[src/rtl/imem_loader_if.sv]
// -----------------------------------------------------------------------------
// imem_loader_if
// Groups the byte-stream input, the instruction-memory write port and the CPU
// control outputs of the instruction-memory loader.
//   load_i        : one-cycle request to begin a (re)load
//   byte_valid_i  : byte_data_i holds a program byte
//   byte_data_i   : program byte, little-endian within a 32-bit word
//   byte_ready_o  : loader accepts a byte this cycle
//   mem_we_o      : instruction-memory write strobe
//   mem_addr_o    : word address being written
//   mem_data_o    : word being written
//   cpu_rst_o     : active-low CPU reset, low while loading
//   start_o       : CPU start, high once loading is complete
//   word_count_o  : program words written, end marker included
// master = byte source / system side, slave = the loader.
// -----------------------------------------------------------------------------
interface imem_loader_if;
    logic        load_i;
    logic        byte_valid_i;
    logic [7:0]  byte_data_i;
    logic        byte_ready_o;
    logic        mem_we_o;
    logic [7:0]  mem_addr_o;
    logic [31:0] mem_data_o;
    logic        cpu_rst_o;
    logic        start_o;
    logic [8:0]  word_count_o;

    modport master (
        output load_i, byte_valid_i, byte_data_i,
        input  byte_ready_o, mem_we_o, mem_addr_o, mem_data_o,
               cpu_rst_o, start_o, word_count_o
    );

    modport slave (
        input  load_i, byte_valid_i, byte_data_i,
        output byte_ready_o, mem_we_o, mem_addr_o, mem_data_o,
               cpu_rst_o, start_o, word_count_o
    );
endinterface

[src/rtl/imem_loader.sv]
// -----------------------------------------------------------------------------
// imem_loader
// Assembles a little-endian byte stream into 32-bit words and writes them into
// instruction memory starting at word BASE_OFFSET (wrapping modulo DEPTH).
// A zero word ends the program: it is written, then the rest of the memory is
// zero-filled. Once the memory is complete the CPU is released from reset and
// started. load_i at any time restarts the load from word 0.
//   clk_i : clock, rising edge
//   rst_i : asynchronous active-low reset
//   bus   : imem_loader_if.slave (byte stream, memory write port, CPU control)
// -----------------------------------------------------------------------------
module imem_loader #(
    parameter int DEPTH       = 256,
    parameter int BASE_OFFSET = 2
) (
    input  logic          clk_i,
    input  logic          rst_i,
    imem_loader_if.slave  bus
);
    localparam int AW = 8;
    localparam logic [AW-1:0] LAST_N    = AW'(DEPTH - 1);
    localparam logic [AW-1:0] BASE      = AW'(BASE_OFFSET);
    localparam logic [8:0]    COUNT_MAX = 9'(DEPTH);

    typedef enum logic [1:0] {IDLE, LOAD, FILL, DONE} state_t;

    state_t        state;
    logic [1:0]    lane;      // next byte position within the current word
    logic [23:0]   partial;   // bytes 0..2 of the word being assembled
    logic [AW-1:0] n;         // index of the word being assembled / written
    logic          accept;

    assign accept = bus.byte_valid_i && bus.byte_ready_o;

    // NOTE: every state register uses non-blocking assignments so all of them
    // update together on the edge, independent of statement order.
    always_ff @(posedge clk_i or negedge rst_i) begin
        // NOTE: only control/output registers exist here (no memory array),
        // so clearing everything on reset is cheap and makes outputs defined.
        if (!rst_i) begin
            state            <= IDLE;
            lane             <= 2'd0;
            partial          <= 24'd0;
            n                <= '0;
            bus.byte_ready_o <= 1'b0;
            bus.mem_we_o     <= 1'b0;
            bus.mem_addr_o   <= '0;
            bus.mem_data_o   <= 32'd0;
            bus.cpu_rst_o    <= 1'b0;
            bus.start_o      <= 1'b0;
            bus.word_count_o <= 9'd0;
        end else if (bus.load_i) begin
            // Restart from any state; a byte offered in this cycle is dropped
            // and any partially assembled word is discarded.
            state            <= LOAD;
            lane             <= 2'd0;
            partial          <= 24'd0;
            n                <= '0;
            bus.byte_ready_o <= 1'b1;
            bus.mem_we_o     <= 1'b0;
            bus.cpu_rst_o    <= 1'b0;
            bus.start_o      <= 1'b0;
            bus.word_count_o <= 9'd0;
        end else begin
            case (state)
                IDLE: begin
                end

                LOAD: begin
                    if (bus.mem_we_o) begin
                        // Write cycle of word n: decide what follows it.
                        bus.mem_we_o <= 1'b0;
                        if (bus.mem_data_o == 32'd0) begin
                            state <= FILL;
                        end else if (n == LAST_N) begin
                            state         <= DONE;
                            bus.cpu_rst_o <= 1'b1;
                            bus.start_o   <= 1'b1;
                        end else begin
                            n                <= n + 1'b1;
                            bus.byte_ready_o <= 1'b1;
                        end
                    end else if (accept) begin
                        if (lane == 2'd3) begin
                            bus.mem_we_o     <= 1'b1;
                            bus.mem_addr_o   <= BASE + n;
                            bus.mem_data_o   <= {bus.byte_data_i, partial};
                            bus.byte_ready_o <= 1'b0;
                            lane             <= 2'd0;
                            if (bus.word_count_o != COUNT_MAX)
                                bus.word_count_o <= bus.word_count_o + 9'd1;
                        end else begin
                            partial[lane*8 +: 8] <= bus.byte_data_i;
                            lane                 <= lane + 2'd1;
                        end
                    end
                end

                FILL: begin
                    // n tracks the last word written; zero the rest, one per cycle.
                    if (n == LAST_N) begin
                        bus.mem_we_o  <= 1'b0;
                        state         <= DONE;
                        bus.cpu_rst_o <= 1'b1;
                        bus.start_o   <= 1'b1;
                    end else begin
                        n              <= n + 1'b1;
                        bus.mem_we_o   <= 1'b1;
                        bus.mem_addr_o <= BASE + n + AW'(1);
                        bus.mem_data_o <= 32'd0;
                    end
                end

                DONE: begin
                end

                default: state <= IDLE;
            endcase
        end
    end
endmodule

[src/flat_wrapper.sv]
// flat-port wrapper written by rule: the top's interface ports become plain ports
module imem_loader_flat 
#(
    parameter int DEPTH       = 256,
    parameter int BASE_OFFSET = 2
)
  (clk_i, rst_i, bus_load_i, bus_byte_valid_i, bus_byte_data_i, bus_byte_ready_o, bus_mem_we_o, bus_mem_addr_o, bus_mem_data_o, bus_cpu_rst_o, bus_start_o, bus_word_count_o);
  imem_loader_if bus_i ();
  input  logic clk_i;
  input  logic rst_i;
  input wire logic [$bits(bus_i.load_i)-1:0] bus_load_i;
  input wire logic [$bits(bus_i.byte_valid_i)-1:0] bus_byte_valid_i;
  input wire logic [$bits(bus_i.byte_data_i)-1:0] bus_byte_data_i;
  output wire logic [$bits(bus_i.byte_ready_o)-1:0] bus_byte_ready_o;
  output wire logic [$bits(bus_i.mem_we_o)-1:0] bus_mem_we_o;
  output wire logic [$bits(bus_i.mem_addr_o)-1:0] bus_mem_addr_o;
  output wire logic [$bits(bus_i.mem_data_o)-1:0] bus_mem_data_o;
  output wire logic [$bits(bus_i.cpu_rst_o)-1:0] bus_cpu_rst_o;
  output wire logic [$bits(bus_i.start_o)-1:0] bus_start_o;
  output wire logic [$bits(bus_i.word_count_o)-1:0] bus_word_count_o;
  assign bus_i.load_i = bus_load_i;
  assign bus_i.byte_valid_i = bus_byte_valid_i;
  assign bus_i.byte_data_i = bus_byte_data_i;
  assign bus_byte_ready_o = bus_i.byte_ready_o;
  assign bus_mem_we_o = bus_i.mem_we_o;
  assign bus_mem_addr_o = bus_i.mem_addr_o;
  assign bus_mem_data_o = bus_i.mem_data_o;
  assign bus_cpu_rst_o = bus_i.cpu_rst_o;
  assign bus_start_o = bus_i.start_o;
  assign bus_word_count_o = bus_i.word_count_o;
  imem_loader #(.DEPTH(DEPTH), .BASE_OFFSET(BASE_OFFSET)) u_core (.clk_i(clk_i), .rst_i(rst_i), .bus(bus_i));
endmodule
[config.mk]
export PLATFORM = sky130hd
export DESIGN_NAME = imem_loader_flat
export DESIGN_NICKNAME = d
export VERILOG_FILES = /design/src/rtl/imem_loader_if.sv /design/src/rtl/imem_loader.sv /design/src/flat_wrapper.sv
export SDC_FILE = /design/constraint.sdc
export NUM_CORES = 1
export LEC_CHECK = 0
export ABC_AREA = 0
export CAP_MARGIN = 5
export CORE_MARGIN = 5
export CORE_UTILIZATION = 50
export CTS_CLUSTER_SIZE = 10
export DETAILED_ROUTE_END_ITERATION = 8
export GPL_TIMING_DRIVEN = 0
export PLACE_DENSITY = 0.75
export SYNTH_ARGS = -nofsm -noshare
export SYNTH_HDL_FRONTEND = slang
export SYNTH_SLANG_ARGS = --single-unit
[constraint.sdc]
create_clock -name clk_i -period 3.3 [get_ports clk_i]
set_input_delay 0.66 -clock clk_i [delete_from_list [all_inputs] [get_ports clk_i]]
set_output_delay 0.66 -clock clk_i [all_outputs]
set_load 0.1 [all_outputs]
Yosys cells after proc, flatten, opt, wreduce, memory -nomap -nowiden
Cells that the tools add are included.

Mux-type cells: 60. Shift operators: 2. Eq/ne operators: 15. Bitwise logic cells: 1. Reduce and logical (&&, ||, !) cells: 17. Add/subtract/negate cells: 6.

Operators with widths (count): $mux 32 (4); $mux 24 (5); $mux 8 (8); $pmux 32 s2 (1); $mux 9 (6); $neg 5->34 (1); $shift 8x34->24 const A (1); $shiftx 8x34->24 (1); $logic_not 32->1 (1); $pmux 8 s2 (2); $bwmux 24 (1); $mux 1 (20); $mux 2 (9); $add 8x1->8 const B (2); $reduce_and 5->1 (2); $reduce_bool 2->1 (5); $add 9x1->9 const B (1); $ne 3x3->1 const B (3); $ne 9x9->1 const B (1); $reduce_bool 3->1 (3); $add 2x8->8 const A (1); $eq 8x8->1 const B (1); $ne 2x2->1 const B (4); $pmux 1 s2 (3); other kinds (12) (15).

Register bits: 89. Input port bits: 12.

Longest topological paths before layout
Depth after elaboration: 8. Mapped depth: 8.

Worst setup path before layout
Ideal clock, no wire load.

Path type: register -> register. Start point: register u_core.bus.mem_data_o[25]. End point: register u_core.n[7]. Period minus slack after synthesis: 2231 ps. Data arrival time: 2103 ps. Buffers on the path: 0. Slack: 1069 ps. Data required time: 3172 ps. Stages on the path, launching flop included: 6. Setup time: 128 ps. Cell sequence: dfrtp_1 -> nor4_1 -> nand4_1 -> o211ai_2 -> a2111oi_2 -> mux2_1.

Longest elaborated chain between the ends: 3.

Ends and longest elaborated chain: start, declared (line imem_loader_if.sv:37) `output byte_ready_o, mem_we_o, mem_addr_o, mem_data_o,`; start signal, assigned (line imem_loader.sv:87) `bus.mem_data_o <= {bus.byte_data_i, partial};`; $logic_not 32->1 (line imem_loader.sv:73) `if (bus.mem_data_o == 32'd0) begin`; $ne 3x3->1 (no line); $reduce_and 3->1 (no line); end signal, assigned (line imem_loader.sv:80) `n <= n + 1'b1;`; end signal, assigned (line imem_loader.sv:107) `n <= n + 1'b1;`; end, declared (line imem_loader.sv:30) `logic [AW-1:0] n;`.

Every way passes these cells. A chain may end at the register's enable or synchronous reset.

Worst setup path after layout
Start point: register u_core.bus.word_count_o[4] (netlist name). End point: output port bus_word_count_o[4].

RTL lines: start, declared (line imem_loader_if.sv:38) `cpu_rst_o, start_o, word_count_o`; start signal, assigned (line imem_loader.sv:91) `bus.word_count_o <= bus.word_count_o + 9'd1;`; end, declared (line flat_wrapper.sv:20) `output wire logic [$bits(bus_i.word_count_o)-1:0] bus_word_count_o;`.

No word-level cell between the ends.

==> flow_metrics.tcl <==
set metrics [dict create \
    cts_hold_buf 0 \
    cp_slowest_cell "clkdlybuf4s50_1" \
    syn_avg_cell_area_sq_um 10.75 \
    rsz0062_at_grt "no" \
    cellLeakagePower_nw 2.217 \
    io_pins 65 \
    min_period_ns 2.690 \
    synth-seq-cells 89 \
    max_stage_delay_ns 1.19 \
    power_frac_clock_pct 27.5 \
    reg2reg_to "u_core.n[5]$_DFFE_PN0P_" \
    power_frac_comb_pct 28.3 \
    hpwl_mm 7.033 \
    cp_max_fo 7 \
    h-tree-depth 3 \
    path_cells "clkdlybuf4s50_1" \
    reg2reg_depth 6 \
    switching_share_pct 39.85 \
    cp.required_ns 2.64 \
    ant_nets 0 \
    critPathBufInv 1 \
    viasPerCell 5.633 \
    synth_top_cell_by_area "dfrtp_1" \
    peakVddDrop_mv 0.2479 \
    tightest_slew_ns 0.9822 \
    post_cts_buffers 0 \
    synth-edff-count 0 \
    grt_use_total_pct 19.99 \
    antenna_found_initial 0 \
    drv_slew 0 \
    fin_tns_setup_ns 0 \
    start_util_pct 51.15 \
    setup.worst_path.end "bus_word_count_o[4]" \
    grt_max_degree 54 \
    num_vias 3239 \
    cts_resized 0 \
    synth_top_flop_cell "dfrtp_1" \
    setup_ws_ns 0.6096 \
    holdWs_ns 0.2585 \
    routedWlPerCell_um 16.82 \
    fp.dieH_um 101.5 \
    syn_nets 411 \
    dp_worst_setup_slack_ns 0.6123 \
    final_cells 575 \
    path_clk_slew_ns 0.11 \
    synth_cell_types 53 \
    netlist_area_sq_um 4182 \
    min_period_over_period_pct 81.53 \
    pwr-share-seq_pct 44.2 \
    yosysWarnings 0 \
    die_w_um 101.5 \
    timing.fmax_mhz 371.7 \
    criticalPathCategory "reg -> out" \
    netlist_top_cells_count "dfrtp_1, nand2_1, a22o_1, nor2_1" \
    drive_above_1_share_pct 10.85 \
    yosysSeqAreaShare_pct 53.26 \
    clk-insertion-delay-late_ns 0.36 \
    finalClockSkew_ns 0.01985 \
    drt-initial-drc-count 197 \
    synthCells 389 \
    critPathLaunchType "flop" \
    critPathCaptureType "output pin" \
    critical_path_depth 1 \
    port_buffers 64 \
    dieArea_sq_um 10290 \
    place_inst 559 \
    antenna_cells 0 \
    crit_arrival_ns 2.03 \
    finalWeightedCongestion 0.8848 \
    synth_top_area_share_pct 53.26 \
    cts_inserted_buffers 9 \
    cp-startpoint "u_core.bus.word_count_o[4]$_DFFE_PN0P_" \
    rrSetupSlack_ns 1.16 \
    ys_top_cells_by_area "dfrtp_1, a22o_1, nand2_1, ha_1, xnor2_1" \
    setup_viol 0 \
    internal_power_mw 1.653 \
    cts_tree "built" \
    core_sq_um 8175 \
    num_rows 33 \
    power.density_nw_per_um2 529.9 \
    cts_root_buffer "clkbuf_8" \
    fin_nets 487 \
    hold_viol_final 0 \
    path_delay_family "buffers and inverters" \
    grt_pass1_wl_mm 16.24 \
    clock-sinks 89 \
    synth-async-reset-ratio_pct 100.0 \
    p_switching_mw 1.095 \
    cts_max_path_buffers 2 \
    route.detailed.drc 0 \
    area_growth_pct 24.03 \
    grt-ovfl-total 0 \
    drtPass1Iterations 4 \
    routed_wl_mm 9.671 \
    reg2reg_from "u_core.bus.mem_data_o[16]$_DFFE_PN0P_" \
    hold_path.class "in -> async" \
    grt_pass1_vias 3199 \
    status "completed" \
    max-slew-margin-rel_pct 34.31 \
    post-synth-top-count-cell "dfrtp_1" \
    drv_cap 0 \
]
-- how the worst min path moves through the flow --
stage | to | cells past startpoint | slack [ns]
after floorplan | u_core.bus.byte_ready_o$_DFFE_PN0P_ | 0 | 0.36
after global placement | u_core.partial[16]$_DFFE_PN0P_ | 2 | 0.47
after detailed placement | u_core.bus.mem_addr_o[2]$_DFFE_PN0P_ | 2 | 0.47
after CTS | u_core.partial[22]$_DFFE_PN0P_ | 1 | 0.27
after global routing | u_core.partial[22]$_DFFE_PN0P_ | 1 | 0.28
final | u_core.partial[22]$_DFFE_PN0P_ | 1 | 0.26
-- logic make-up after synthesis --
group	count (synthesis)	share of synthesized area (%)
flops	89	53.26
mux	7	2.094
simple gates	128	15.89
xor+xnor	16	3.351
fa+ha+maj	10	2.992
compound gates	106	18.52
buf+inv	33	3.890
-- registers in the layout, summed over array words and instances (netlist names) --
signal                   count
u_core.bus.mem_data_o       32
u_core.bus.word_count_o      9
u_core.n                     8
u_core.state                 2
u_core.lane                  2
u_core.bus.byte_ready_o      1
u_core.partial              24
u_core.bus.mem_addr_o        8
u_core.bus.cpu_rst_o         1
u_core.bus.start_o           1
u_core.bus.mem_we_o          1
-- layout by cell type (no fill, tap or decap), types with 4 or more instances in the layout --
| cell type | instances |
|---|---|
| a211o_1 | 4 |
| a21oi_1 | 16 |
| a22o_1 | 41 |
| buf_2 | 10 |
| buf_4 | 6 |
| clkbuf_8 | 9 |
| clkdlybuf4s50_1 | 63 |
| dfrtp_1 | 89 |
| ha_1 | 10 |
| inv_1 | 13 |
| nand2_1 | 47 |
| nand3_1 | 7 |
| nor2_1 | 27 |
| nor2b_1 | 4 |
| nor4_1 | 11 |
| o21ai_0 | 10 |
| o21ai_1 | 16 |
| xnor2_1 | 13 |
-- per-layer routing --
| metal | vias to the layer above | GRT usage (%) | wire length [um] |
|---|---|---|---|
| met5 | - | 0 | 0 |
| met4 | 0 | 6.237 | 78 |
| met3 | 6 | 3.512 | 536 |
| met2 | 85 | 30.89 | 4609 |
| met1 | 1591 | 28.91 | 4446 |
| li1 | 1557 | - | - |
-- per-stage QoR --
step | area, sq um | power [mW] | util, %
finish | 5186 | 2.748 | 63.44
global route | 5186 | 2.863 | 63.44
CTS | 5186 | 2.765 | 63.44
detailed placement | 4979 | 2.017 | 60.90
global placement | 4954 | 2.004 | 60.59
floorplan | 4182 | 1.795 | -
-- power groups by stage --
| stage | Combinational, mW | Sequential, mW | Clock (mW) |
|---|---|---|---|
| finish | 0.777 | 1.21 | 0.757 |
| global route | 0.813 | 1.23 | 0.825 |
| CTS | 0.782 | 1.21 | 0.768 |
| detailed placement | 0.781 | 1.24 | 0 |
| global placement | 0.770 | 1.23 | 0 |
| floorplan | 0.153 | 1.64 | 0 |
-- area by class of cell --
| cell class | count | area [sq um] |
|---|---|---|
| Clock inverter | 7 | 83.83 |
| Multi-Input combinational cell | 267 | 1792 |
| Sequential cell | 89 | 2227 |
| Tap cell | 105 | 131.4 |
| Inverter | 13 | 48.80 |
| Fill cell | 681 | 2989 |
| Buffer | 20 | 113.9 |
| Timing Repair Buffer | 65 | 665.6 |
| Clock buffer | 9 | 123.9 |
(Power assumes the default switching activity.)
